<file path="src/rtl/apb_arbiter_master.sv">
// Two-requester round-robin arbiter driving a single APB master port.
// Optional ACCESS-phase timeout is compiled in with `define APB_ARB_TIMEOUT_EN.
module apb_arbiter_master #(
  parameter int ADDR_WIDTH     = 32,
  parameter int DATA_WIDTH     = 32,
  parameter int STRB_WIDTH     = DATA_WIDTH / 8,
  parameter int TIMEOUT_CYCLES = 16
) (
  input  logic                    pclk,
  input  logic                    presetn,
  input  logic [1:0]              req_valid,
  input  logic [2*ADDR_WIDTH-1:0] req_addr,
  input  logic [1:0]              req_write,
  input  logic [2*DATA_WIDTH-1:0] req_wdata,
  input  logic [2*STRB_WIDTH-1:0] req_strb,
  output logic [1:0]              req_ready,
  output logic [1:0]              rsp_valid,
  output logic [DATA_WIDTH-1:0]   rsp_rdata,
  output logic                    rsp_slverr,
  output logic [ADDR_WIDTH-1:0]   paddr,
  output logic                    pwrite,
  output logic [DATA_WIDTH-1:0]   pwdata,
  output logic [STRB_WIDTH-1:0]   pstrb,
  output logic                    psel,
  output logic                    penable,
  input  logic [DATA_WIDTH-1:0]   prdata,
  input  logic                    pready,
  input  logic                    pslverr
);

  typedef enum logic [1:0] {IDLE, SETUP, ACCESS} state_t;

  state_t                state;
  logic                  rr;
  logic                  grant;
  logic                  gnt_c;
  logic                  launch;
  logic                  done;
  logic                  timeout_hit;
  logic [ADDR_WIDTH-1:0] sel_addr;
  logic                  sel_write;
  logic [DATA_WIDTH-1:0] sel_wdata;
  logic [STRB_WIDTH-1:0] sel_strb;

  // rr names the requester that wins when both ask at once
  always_comb begin
    gnt_c     = (req_valid == 2'b11) ? rr : req_valid[1];
    sel_addr  = gnt_c ? req_addr[2*ADDR_WIDTH-1:ADDR_WIDTH]  : req_addr[ADDR_WIDTH-1:0];
    sel_wdata = gnt_c ? req_wdata[2*DATA_WIDTH-1:DATA_WIDTH] : req_wdata[DATA_WIDTH-1:0];
    sel_strb  = gnt_c ? req_strb[2*STRB_WIDTH-1:STRB_WIDTH]  : req_strb[STRB_WIDTH-1:0];
    sel_write = req_write[gnt_c];
    done      = (state == ACCESS) && (pready || timeout_hit);
    launch    = (|req_valid) && ((state == IDLE) || done);
  end

`ifdef APB_ARB_TIMEOUT_EN
  localparam int TW = $clog2(TIMEOUT_CYCLES + 1);

  logic [TW-1:0] tcount;

  // Fires on the last permitted ACCESS cycle that still sees pready low
  assign timeout_hit = !pready && (tcount == TW'(TIMEOUT_CYCLES - 1));

  always_ff @(posedge pclk or negedge presetn) begin
    if (!presetn) begin
      tcount <= '0;
    end else if (state == SETUP) begin
      tcount <= '0;
    end else if ((state == ACCESS) && !pready && !timeout_hit) begin
      tcount <= tcount + 1'b1;
    end
  end
`else
  logic unused_timeout_cfg;

  assign timeout_hit        = 1'b0;
  assign unused_timeout_cfg = ^TIMEOUT_CYCLES;
`endif

  always_ff @(posedge pclk or negedge presetn) begin
    if (!presetn) begin
      state      <= IDLE;
      rr         <= 1'b0;
      grant      <= 1'b0;
      req_ready  <= '0;
      rsp_valid  <= '0;
      rsp_rdata  <= '0;
      rsp_slverr <= 1'b0;
      paddr      <= '0;
      pwrite     <= 1'b0;
      pwdata     <= '0;
      pstrb      <= '0;
      psel       <= 1'b0;
      penable    <= 1'b0;
    end else begin
      req_ready <= '0;
      rsp_valid <= '0;
      case (state)
        IDLE: ;
        SETUP: begin
          penable <= 1'b1;
          state   <= ACCESS;
        end
        ACCESS: begin
          if (done) begin
            rsp_valid[grant] <= 1'b1;
            rsp_rdata        <= (pwrite || !pready) ? '0 : prdata;
            rsp_slverr       <= pready ? pslverr : 1'b1;
            psel             <= 1'b0;
            penable          <= 1'b0;
            state            <= IDLE;
          end
        end
        default: state <= IDLE;
      endcase
      // A new grant overrides the IDLE return above, giving back-to-back transfers
      if (launch) begin
        state     <= SETUP;
        grant     <= gnt_c;
        rr        <= ~gnt_c;
        req_ready <= 2'b01 << gnt_c;
        psel      <= 1'b1;
        penable   <= 1'b0;
        paddr     <= sel_addr;
        pwrite    <= sel_write;
        pwdata    <= sel_wdata;
        pstrb     <= sel_write ? sel_strb : '0;
      end
    end
  end

endmodule
</file>
<file path="config.mk">
export PLATFORM = sky130hd
export DESIGN_NAME = apb_arbiter_master
export DESIGN_NICKNAME = d
export VERILOG_FILES = /design/src/rtl/apb_arbiter_master.sv
export SDC_FILE = /design/constraint.sdc
export NUM_CORES = 1
export LEC_CHECK = 0
export ABC_AREA = 1
export CAP_MARGIN = 20
export CORE_UTILIZATION = 39
export DETAILED_ROUTE_END_ITERATION = 8
export GPL_TIMING_DRIVEN = 1
export PLACE_DENSITY_LB_ADDON = 0.3
export SETUP_SLACK_MARGIN = 0.1
export SKIP_LAST_GASP = 1
export SLEW_MARGIN = 20
export SYNTH_ARGS = -nofsm -noshare
export SYNTH_HDL_FRONTEND = slang
export SYNTH_SLANG_ARGS = --single-unit
</file>
<file path="constraint.sdc">
create_clock -name pclk -period 1.8 [get_ports pclk]
set_clock_uncertainty 0.05 [all_clocks]
set_input_delay 0.54 -clock pclk [delete_from_list [all_inputs] [get_ports pclk]]
set_output_delay 0.54 -clock pclk [all_outputs]
set_load 0.01 [all_outputs]
</file>
---- Word level (Yosys, flattened, before mapping) ----
Cells that the tools add are included.
storage, ports and cells
  register bits after elaboration ......... 112
  input bits .............................. 176
  output and inout bits ................... 108
operators by class
  magnitude comparators ................... 3
  eq/ne operators ......................... 5
  shift operators ......................... 1
  multiplexer cells ....................... 22
  bitwise operators ....................... 1
  reduce and logical (&&, ||, !) cells .... 15
operator list
  operator                                                                number
  32-bit two-way mux                                                      3
  2-bit two-way mux                                                       5
  1-bit two-way mux                                                       9
  4-bit two-way mux                                                       2
  2-bit AND reduction                                                     4
  2-bit case mux with 3 select lines                                      1
  2-bit equality test (second input constant)                             2
  1-bit by 2-bit < comparator with 1-bit output (second input constant)   2
  2-bit nonzero test                                                      2
  1-bit logical AND                                                       3
  3-bit inequality test (second input constant)                           1
  3-bit nonzero test                                                      1
  2-bit by 1-bit equality test with 1-bit output (second input constant)  1
  2-bit logical NOT                                                       1
  1-bit logical OR                                                        2
  2-bit inequality test (second input constant)                           1
  1-bit case mux with 2 select lines                                      1
  2-bit OR reduction                                                      1
  1-bit by 1-bit left shift with 2-bit output (first input constant)      1
  1-bit demux with 1-bit select                                           1
  1-bit greater-or-equal comparator (second input constant)               1
  1-bit logical NOT                                                       1
  1-bit inverter                                                          1

---- Logic depth before layout (Yosys ltp) ----
Gate-level depths: netlist of the first run.
  depth after elaboration ................. 6
  gate-level depth with buffers ........... 10
  mapped depth without buffers ............ 8

---- Worst setup path after synthesis of the first run ----
OpenSTA, ideal clock, no wires.
  path type ............................... in2reg
  start point ............................. in req_valid[1]
  end point ............................... reg pstrb[2]
  library setup time ...................... 0.117 ns
  arrival ................................. 1.262 ns
  path slack .............................. 0.371 ns
  stages .................................. 8
  buffers on the path ..................... 3
  path through ............................ buf_4 nor2_2 nor2_2 nand2_2 buf_4 buf_4 nand2_1 nand2_1
between the ends
  word-level cells in the longest chain between the ends .. 5
ends and longest elaborated chain
  what                                                   line  RTL
  start: declaration                                     11    input logic [1:0] req_valid,
  2-bit equality test                                    47    gnt_c = (req_valid == 2'b11) ? rr : req_valid[1];
  1-bit two-way mux                                      47
  1-bit two-way mux (implied by the code) (2 in series)  51    sel_write = req_write[gnt_c];
  4-bit two-way mux                                      127   pstrb <= sel_write ? sel_strb : '0;
  end signal: assignment                                 127
  end: declaration                                       23    output logic [STRB_WIDTH-1:0] pstrb,
Several ways; a longest one is shown, not always the timed one. The select of a mux whose other input is x is not followed.
A chain may end at the register's enable or synchronous reset.

---- Final worst setup path of the first run ----
  start point ............................. reg rsp_rdata[3]
  end point ............................... out rsp_rdata[3]
RTL lines
  what                      line  RTL
  start: declaration        18    output logic [DATA_WIDTH-1:0] rsp_rdata,
  start signal: assignment  107   rsp_rdata <= (pwrite || !pready) ? '0 : prdata;
No word-level cell between the ends.

==> summary.txt, run 1 <==
status = completed
DRT iter0 DRCs = 288
Net Count, Synth = 868
P_int = 7.10 mW
Sw Share = 37.6%
Rows = 41
Slew HR = 63.9%
GRT met2 Usage = 40.9%
area grow syn2layout = 65.4%
crit share post-route = 91.3%
synth warn = 0
Slowest Stage Delay on Critical Path = 0.41 ns
register area share after synthesis = 54.4%
CP top delay family = flip-flops
Crit-path slowest cell = dfrtp_1
num ports = 284
Design Power = 11.4 mW
Starting Density = 40.5%
worst path bufs/invs = 1
GPL Wtd Cong = 0.754
final layout net count = 1153
vias per inst = 4.62
Critical Path AT = 1.05 ns
WL final = 16100 µm
Synth top area share = 54.4%
switching power = 4.27 mW
RSZ-0062 raised after global routing = yes
Avg Cell Area, Syn = 7.44 µm²
global route overflow = 0
Hold Crit Class = primary input to async pin
vias in the first global route = 4898
n_diodes = 0
capturing element type of the critical path = output pin
top_reg_cell synth = dfrtp_1
M3 GR Usage = 6.33%
Wirelength per Cell = 14.0 µm
register bit count reported by yosys = 112
combinational share of power = 45.3%
number of synthesized flops with an enable pin = 0
CTS tree = done
Final Instance Area = 8520 µm²
VDD IR max = 0.000615 V
startpoint types = flop
GR Layer Usage met1 = 26.8%
Final ANT Viol Nets = 0
FMAX = 608 MHz
Synth async-reset ratio = 100%
Worst Tran Pin Value = 0.542 ns
Vias = 5334
path type of the worst setup path = flop to output pin
Mapped Area = 5150 µm²
Critical Path Fanout Max = 2
Post-Synthesis Cells = 692
DRT Pass-1 Iters = 4
htree depth = 3
Fillers = 1133
placed wire-length estimate = 11600 µm
pin count of the biggest net entering global routing = 70
Core ar. = 12700 µm²
Final min period = 1.64 ns
first-pass GRT wire length = 24200 µm
Global Route Usage Sum = 23.2%
Leak = 4.69 nW
critical path, cell by cell = dlygate4sd2_1
layout cells sized above 1 = 5.70%
die span in y = 117 µm
final hold violations = 0
pre-CTS setup slack = -0.241 ns
Placement Cell Area = 8310 µm²
antenna violations before repair = 0
MaxCap Viol Count = 0
most common cell in the netlist = nand2_1
Slew Viols, Final = 0
PwrDens = 1340 nW/µm²
Flop pwr share = 36.4%
synth cell count leaders = nand2_1 (474), dfrtp_1 (112), nand3_1 (41), buf_2 (21), buf_4 (13)
Final setup viols = 0
clock sinks = 112
clk_lat worst skew = 0.35 ns
top post-synthesis cells by area = dfrtp_1 (54%), nand2_1 (35%), nand3_1 (4.0%)
IO Port Bufs = 283
cell accounting for the most synthesized area = dfrtp_1
setup bufs post-CTS = 0
Critical Path RT = 1.21 ns
post-route DRC violation count = 0
gr busiest metal = met2
Root Buffer = clkbuf_16
clock slew at reported path FFs = 0.08 ns
clock network power share = 18.2%
TritonCTS buffer count = 9
setup slack after layout = 0.156 ns
clock tree buffer depth = 2
Unique masters post-synth = 17
die area = 13700 µm²
width of the die = 117 µm
## sequential cells by signal (all words and copies together) (netlist names)
signal and count:
psel 1, penable 1, pwrite 1, rsp_valid 2, rsp_rdata 32, paddr 32
pstrb 4, state 2, pwdata 32, rr 1, rsp_slverr 1, grant 1
req_ready 2
## cell families after synthesis
group / synth area share, %
compound gates: 0.583
buf+inv: 5.25
flops: 54.4
simple gates: 39.7
## path summary, 6_finish.rpt
kind                               from      endpoint  slack (ns)  cells past startpoint
max                        rsp_rdata[3]  rsp_rdata[3]        0.16                      1
min in group pclk                 grant  rsp_valid[0]        0.38                      1
min reg2reg                       grant  rsp_valid[0]        0.38                      1
min                             presetn      paddr[0]        0.14                      2
max reg2reg                          rr    pwdata[22]        0.49                      8
max in group asynchronous       presetn  rsp_rdata[2]        1.09                      2
## cell type report
cell class / count / area [µm²] / area share (%)
repair buffers: 313 / 3080 / 36.2
flip-flops and latches: 112 / 2800 / 32.9
multi-input cells: 532 / 2080 / 24.4
clock buffers: 10 / 239 / 2.81
well taps: 172 / 215 / 2.53
clock inverters: 6 / 67.6 / 0.793
inverters: 9 / 36.3 / 0.426
## power by group through the flow
stage / Combinational, mW / Sequential [mW] / Clock (mW)
after floorplan: 1.96 / 4.70 / 0
after global placement: 5.82 / 4.20 / 0
after detailed placement: 5.90 / 4.21 / 0
after CTS: 5.19 / 4.15 / 2.12
after global routing: 5.70 / 4.28 / 2.22
final: 5.16 / 4.14 / 2.07
## per-layer routing
layer	part of all wire (%)	vias to the layer above
met5	0	-
met4	2.7	0
met3	8.1	25
met2	50	204
met1	39	2433
li1	-	2672
## timing repair
action,CTS,global route
gates resized for setup,108,2
gates cloned,0,1
hold buffers,0,0
setup endpoints to repair,108,18
## per-stage QoR
stage                     instances  util [%]  hold slack (ns)  TNS (ns)
after floorplan                 692         -            0.194         0
after global placement         1137      65.3            0.360     -8.46
after detailed placement       1137      65.3            0.363    -11.59
after CTS                      1153      66.7            0.165         0
after global routing           1154      66.9            0.168         0
final                          1154      66.9            0.143         0
## cell usage in the layout, fill, tap and decap left out, drive strengths merged
cell type,Yosys,routed
nand3,41,41
o21ai,3,3
nand2,477,477
clkdlybuf4s50,0,174
clkbuf,2,11
a21oi,3,3
buf,37,30
dlygate4sd2,0,108
inv,9,10
clkinvlp,0,2
clkinv,0,2
bufinv,0,1
dfrtp,112,112
nor2,8,8
No activity file was read; power rests on OpenSTA's default activity.
==> inputs of run 2 (changes only) <==
--- a/config.mk
+++ b/config.mk
@@ -7,6 +7,7 @@
 export LEC_CHECK = 0
 export ABC_AREA = 1
 export CAP_MARGIN = 20
+export CORE_MARGIN = 4
 export CORE_UTILIZATION = 39
 export DETAILED_ROUTE_END_ITERATION = 8
 export GPL_TIMING_DRIVEN = 1
==> run 2 against run 1 <==
Against the previous run: via count shrank 1.8%; sequential power is essentially flat; routed wire length grew 1.7%; critical path depth is the same; highest routed layer unchanged; worst hold slack lost 0.0058 ns; sequential share of layout area grew 0.33 points; count of clock-buffer cells in the layout grew 2; fmax is essentially flat; critical endpoint is now rsp_rdata[5]; non-clock buffer count shrank 1; cell count is essentially flat.
==> summary.txt, run 2 (synthesis results as in run 1) <==
Leak = 4.65 nW
worst path bufs/invs = 1
Hold Crit Class = primary input to async pin
Placed Cells incl. Taps = 1137
RSZ-0062 raised after global routing = yes
area grow syn2layout = 63.7%
hold slack = 0.137 ns
setup slack after layout = 0.155 ns
num ports = 284
wire length on met2 = 8100 µm
Root Buffer = clkbuf_16
Critical Path AT = 1.05 ns
post-route insts no fill = 1153
die area = 15100 µm²
die span in y = 123 µm
Final ANT Viol Nets = 0
CTS tree = done
startpoint types = flop
Starting Density = 40.3%
capturing element type of the critical path = output pin
global route overflow = 0
GPL Wtd Cong = 0.782
path type of the worst setup path = flop to output pin
clock sinks = 112
width of the die = 123 µm
Placement Cell Area = 8280 µm²
n_diodes = 0
post-route DRC violation count = 0
met3 WL = 1570 µm
PwrDens = 1320 nW/µm²
IO Port Bufs = 283
Critical Path RT = 1.21 ns
Design Power = 11.1 mW
MaxCap Viol Count = 0
most common cell after layout, fill and taps aside = nand2_1
final hold violations = 0
layout cells sized above 1 = 5.50%
Core ar. = 12800 µm²
Final min period = 1.64 ns
clock tree buffer depth = 2
CP top delay family = flip-flops
pre-CTS setup slack = -0.186 ns
final layout net count = 1152
vias per inst = 4.54
biggest regs = paddr: 32 flops, pwdata: 32 flops, rsp_rdata: 32 flops
Worst Tran Pin Value = 0.359 ns
clk_lat worst skew = 0.35 ns
Rows = 41
critical path, cell by cell = dlygate4sd2_1
WL final = 16400 µm
placed wire-length estimate = 12400 µm
pin count of the biggest net entering global routing = 62
Metal-1 WL = 6460 µm
htree depth = 3
DRT iter0 DRCs = 340
antenna violations before repair = 0
Final Instance Area = 8430 µm²
clock slew at reported path FFs = 0.07 ns
Top Metal Used = met4
Crit-path slowest cell = dfrtp_1
Vias = 5239
Critical Path Fanout Max = 2
Slowest Stage Delay on Critical Path = 0.41 ns
vias in the first global route = 4920
Wirelength per Cell = 14.2 µm
VDD IR max = 0.000666 V
first-pass GRT wire length = 25200 µm
Slew Viols, Final = 0
Slew HR = 76.0%
crit share post-route = 91.4%
TritonCTS buffer count = 9
FMAX = 608 MHz
most frequent cells in the layout = nand2_1 (474), clkdlybuf4s50_1 (174), dfrtp_1 (112)
Final setup viols = 0
status = completed
Global Route Usage Sum = 21.4%
Post-CTS Hold Fix Bufs = 0
DRT Pass-1 Iters = 7
-- run 2: cell count changes in the layout (fill, tap and decap cells not counted), sizes merged --
cell,change
clkinvlp,-1
bufinv,-1
clkbuf,+1
-- run 2: area by class of cell --
type                    instances  area [µm²]
inverters                       9        33.8
clock buffers                  12         256
flip-flops and latches        112        2800
well taps                     172         215
fillers                      1123        4340
repair buffers                312        3020
clock inverters                 4        26.3
multi-input cells             532        2080
-- run 2: routing by layer --
layer / global-route usage, % / vias to the layer above
li1: - / 2666
met1: 25.9 / 2361
met2: 36.6 / 195
met3: 6.68 / 17
met4: 6.51 / 0
met5: 0 / -
-- run 2: timing repair --
| action | 4_1_cts | 5_1_grt |
|---|---|---|
| buffers inserted | 0 | 0 |
| gates resized for setup | 108 | 2 |
| setup endpoints to repair | 108 | 20 |
-- run 2: worst paths after layout --
path	start	to	slack, ns	cells after the start
min	presetn	pwdata[17]	0.14	2
max reg2reg	rr	paddr[28]	0.52	8
max in group asynchronous	presetn	rsp_slverr	1.28	2
min in group pclk	grant	rsp_valid[0]	0.40	1
min reg2reg	grant	rsp_valid[0]	0.40	1
max	rsp_rdata[5]	rsp_rdata[5]	0.16	1
-- run 2: per-stage QoR --
stage	TNS, ns	utilization, %
floorplan	0	-
global placement	-6.86	64.8
detailed placement	-8.90	64.8
CTS	0	65.9
global route	0	66.0
finish	0	66.0
-- run 2: power by group --
| group | leakage (nW) | total (mW) | switching (mW) | internal, mW |
|---|---|---|---|---|
| clock network | 0.139 | 1.91 | 0.891 | 1.02 |
| registers | 1.41 | 4.13 | 0.529 | 3.61 |
| logic | 3.11 | 5.06 | 2.78 | 2.28 |
| total | 4.65 | 11.1 | 4.20 | 6.90 |
==> inputs of run 3 (changes only) <==
--- a/config.mk
+++ b/config.mk
@@ -11,7 +11,7 @@
 export CORE_UTILIZATION = 39
 export DETAILED_ROUTE_END_ITERATION = 8
 export GPL_TIMING_DRIVEN = 1
-export PLACE_DENSITY_LB_ADDON = 0.3
+export PLACE_DENSITY = 0.81
 export SETUP_SLACK_MARGIN = 0.1
 export SKIP_LAST_GASP = 1
 export SLEW_MARGIN = 20
==> constraint.sdc (replaced) <==
create_clock -name pclk -period 1.78 [get_ports pclk]
set_clock_uncertainty 0.05 [all_clocks]
set_input_delay 0.534 -clock pclk [delete_from_list [all_inputs] [get_ports pclk]]
set_output_delay 0.534 -clock pclk [all_outputs]
set_load 0.01 [all_outputs]
==> run 3 against run 2 <==
Against the previous run: register-to-register slack got worse by 0.04 ns; clock power increased by 15%; critical path depth unchanged; cell count decreased by 0.35%; total power increased by 3.7%; flip-flop and latch count unchanged; utilization increased by 0.52 points; sequential share of layout area decreased by 0.26 points; critical path type unchanged; largest cell class unchanged; largest power group unchanged.
==> summary.txt, run 3 (synthesis results as in run 1) <==
status = completed
DRT Pass-1 Iters = 4
Final Instance Area = 8500 µm²
WL final = 17100 µm
CTS tree = done
Placement Cell Area = 8260 µm²
crit share post-route = 92.3%
VDD IR max = 0.000778 V
vias in the first global route = 5144
clock tree buffer depth = 2
RSZ-0062 raised after global routing = no
Vias = 5310
Core ar. = 12800 µm²
IO Port Bufs = 283
Rows = 41
Placed Cells incl. Taps = 1132
TritonCTS buffer count = 9
Global Route Usage Sum = 22.2%
CP top delay family = flip-flops
pin count of the biggest net entering global routing = 51
DRT iter0 DRCs = 293
Worst Tran Pin Value = 0.361 ns
Leak = 4.67 nW
width of the die = 123 µm
Final setup viols = 0
clock sinks = 112
Hold Crit Class = primary input to async pin
area grow syn2layout = 65.0%
setup bufs post-CTS = 0
R2R cell count = 9
Slowest Stage Delay on Critical Path = 0.41 ns
htree depth = 3
Root Buffer = clkbuf_16
worst path bufs/invs = 1
Post-CTS Hold Fix Bufs = 0
most frequent cells in the layout = nand2_1 (474), clkdlybuf4s50_1 (173), dfrtp_1 (112)
startpoint types = flop
clk_lat worst skew = 0.34 ns
post-route DRC violation count = 0
die span in y = 123 µm
Storage cell area = 2800 µm²
Final ANT Viol Nets = 0
PwrDens = 1350 nW/µm²
Critical Path Fanout Max = 2
placed wire-length estimate = 12800 µm
Slew HR = 75.9%
GPL Wtd Cong = 0.816
Crit path depth = 1
n_diodes = 0
post-route insts no fill = 1149
Critical Path AT = 1.06 ns
final layout net count = 1148
biggest regs = paddr: 32 flops, pwdata: 32 flops, rsp_rdata: 32 flops
antenna violations before repair = 0
final hold violations = 0
vias per inst = 4.62
global route overflow = 0
critical path, cell by cell = dlygate4sd2_1
Starting Density = 40.3%
die area = 15100 µm²
Slew Viols, Final = 0
path type of the worst setup path = flop to output pin
Crit-path slowest cell = dfrtp_1
Critical Path RT = 1.20 ns
MaxCap Viol Count = 0
Fillers = 1117
clock slew at reported path FFs = 0.07 ns
Wirelength per Cell = 14.9 µm
area of the multi-input gates = 2080 µm²
FMAX = 609 MHz
Final min period = 1.64 ns
most common cell after layout, fill and taps aside = nand2_1
num ports = 284
capturing element type of the critical path = output pin
layout cells sized above 1 = 5.22%
first-pass GRT wire length = 26000 µm
## run 3: timing repair
action / 4_1_cts / 5_1_grt
endpoints found under the setup margin: 109 / 58
gates resized for setup: 108 / 4
gates cloned: 0 / 1
## run 3: final cells by class
type | count | area share, %
inverter | 9 | 0.427
sequential | 112 | 33.0
timing repair buffer | 308 | 35.7
multi-input combinational | 532 | 24.4
clock buffer | 10 | 2.81
tap | 172 | 2.53
clock inverter | 6 | 1.09
## run 3: path summary, 6_finish.rpt
check / from / end / slack (ns)
setup / recovery: rsp_rdata[10] / rsp_rdata[10] / 0.14
hold / removal: presetn / paddr[14] / 0.05
setup reg to reg: rr / paddr[24] / 0.48
hold reg to reg: grant / rsp_valid[0] / 0.39
max in group asynchronous: presetn / pwdata[15] / 1.09
min in group pclk: grant / rsp_valid[0] / 0.39
## run 3: metrics by stage
stage	hold slack [ns]	TNS, ns	power (mW)	setup slack, ns	utilization, %
floorplan	0.188	0	6.74	0.357	-
global placement	0.361	-13.89	10.0	-0.221	64.7
detailed placement	0.381	-17.76	10.2	-0.283	64.7
CTS	0.0440	0	11.6	0.0935	66.2
global route	0.0521	0	12.4	0.101	66.5
finish	0.0464	0	11.5	0.137	66.5
## run 3: per-layer routing
layer  vias up  wire length [µm]  global-route usage (%)
met5         -                 0                       0
met4         0               459                    8.33
met3        32              1780                    7.73
met2       208              8550                    38.6
met1      2417              6340                    25.0
li1       2653                 -                       -
## run 3: power breakdown
part	total [mW]	switching, mW	internal, mW
clock	2.20	0.926	1.28
combinational	5.08	2.81	2.28
sequential	4.22	0.573	3.65
total	11.5	4.31	7.20
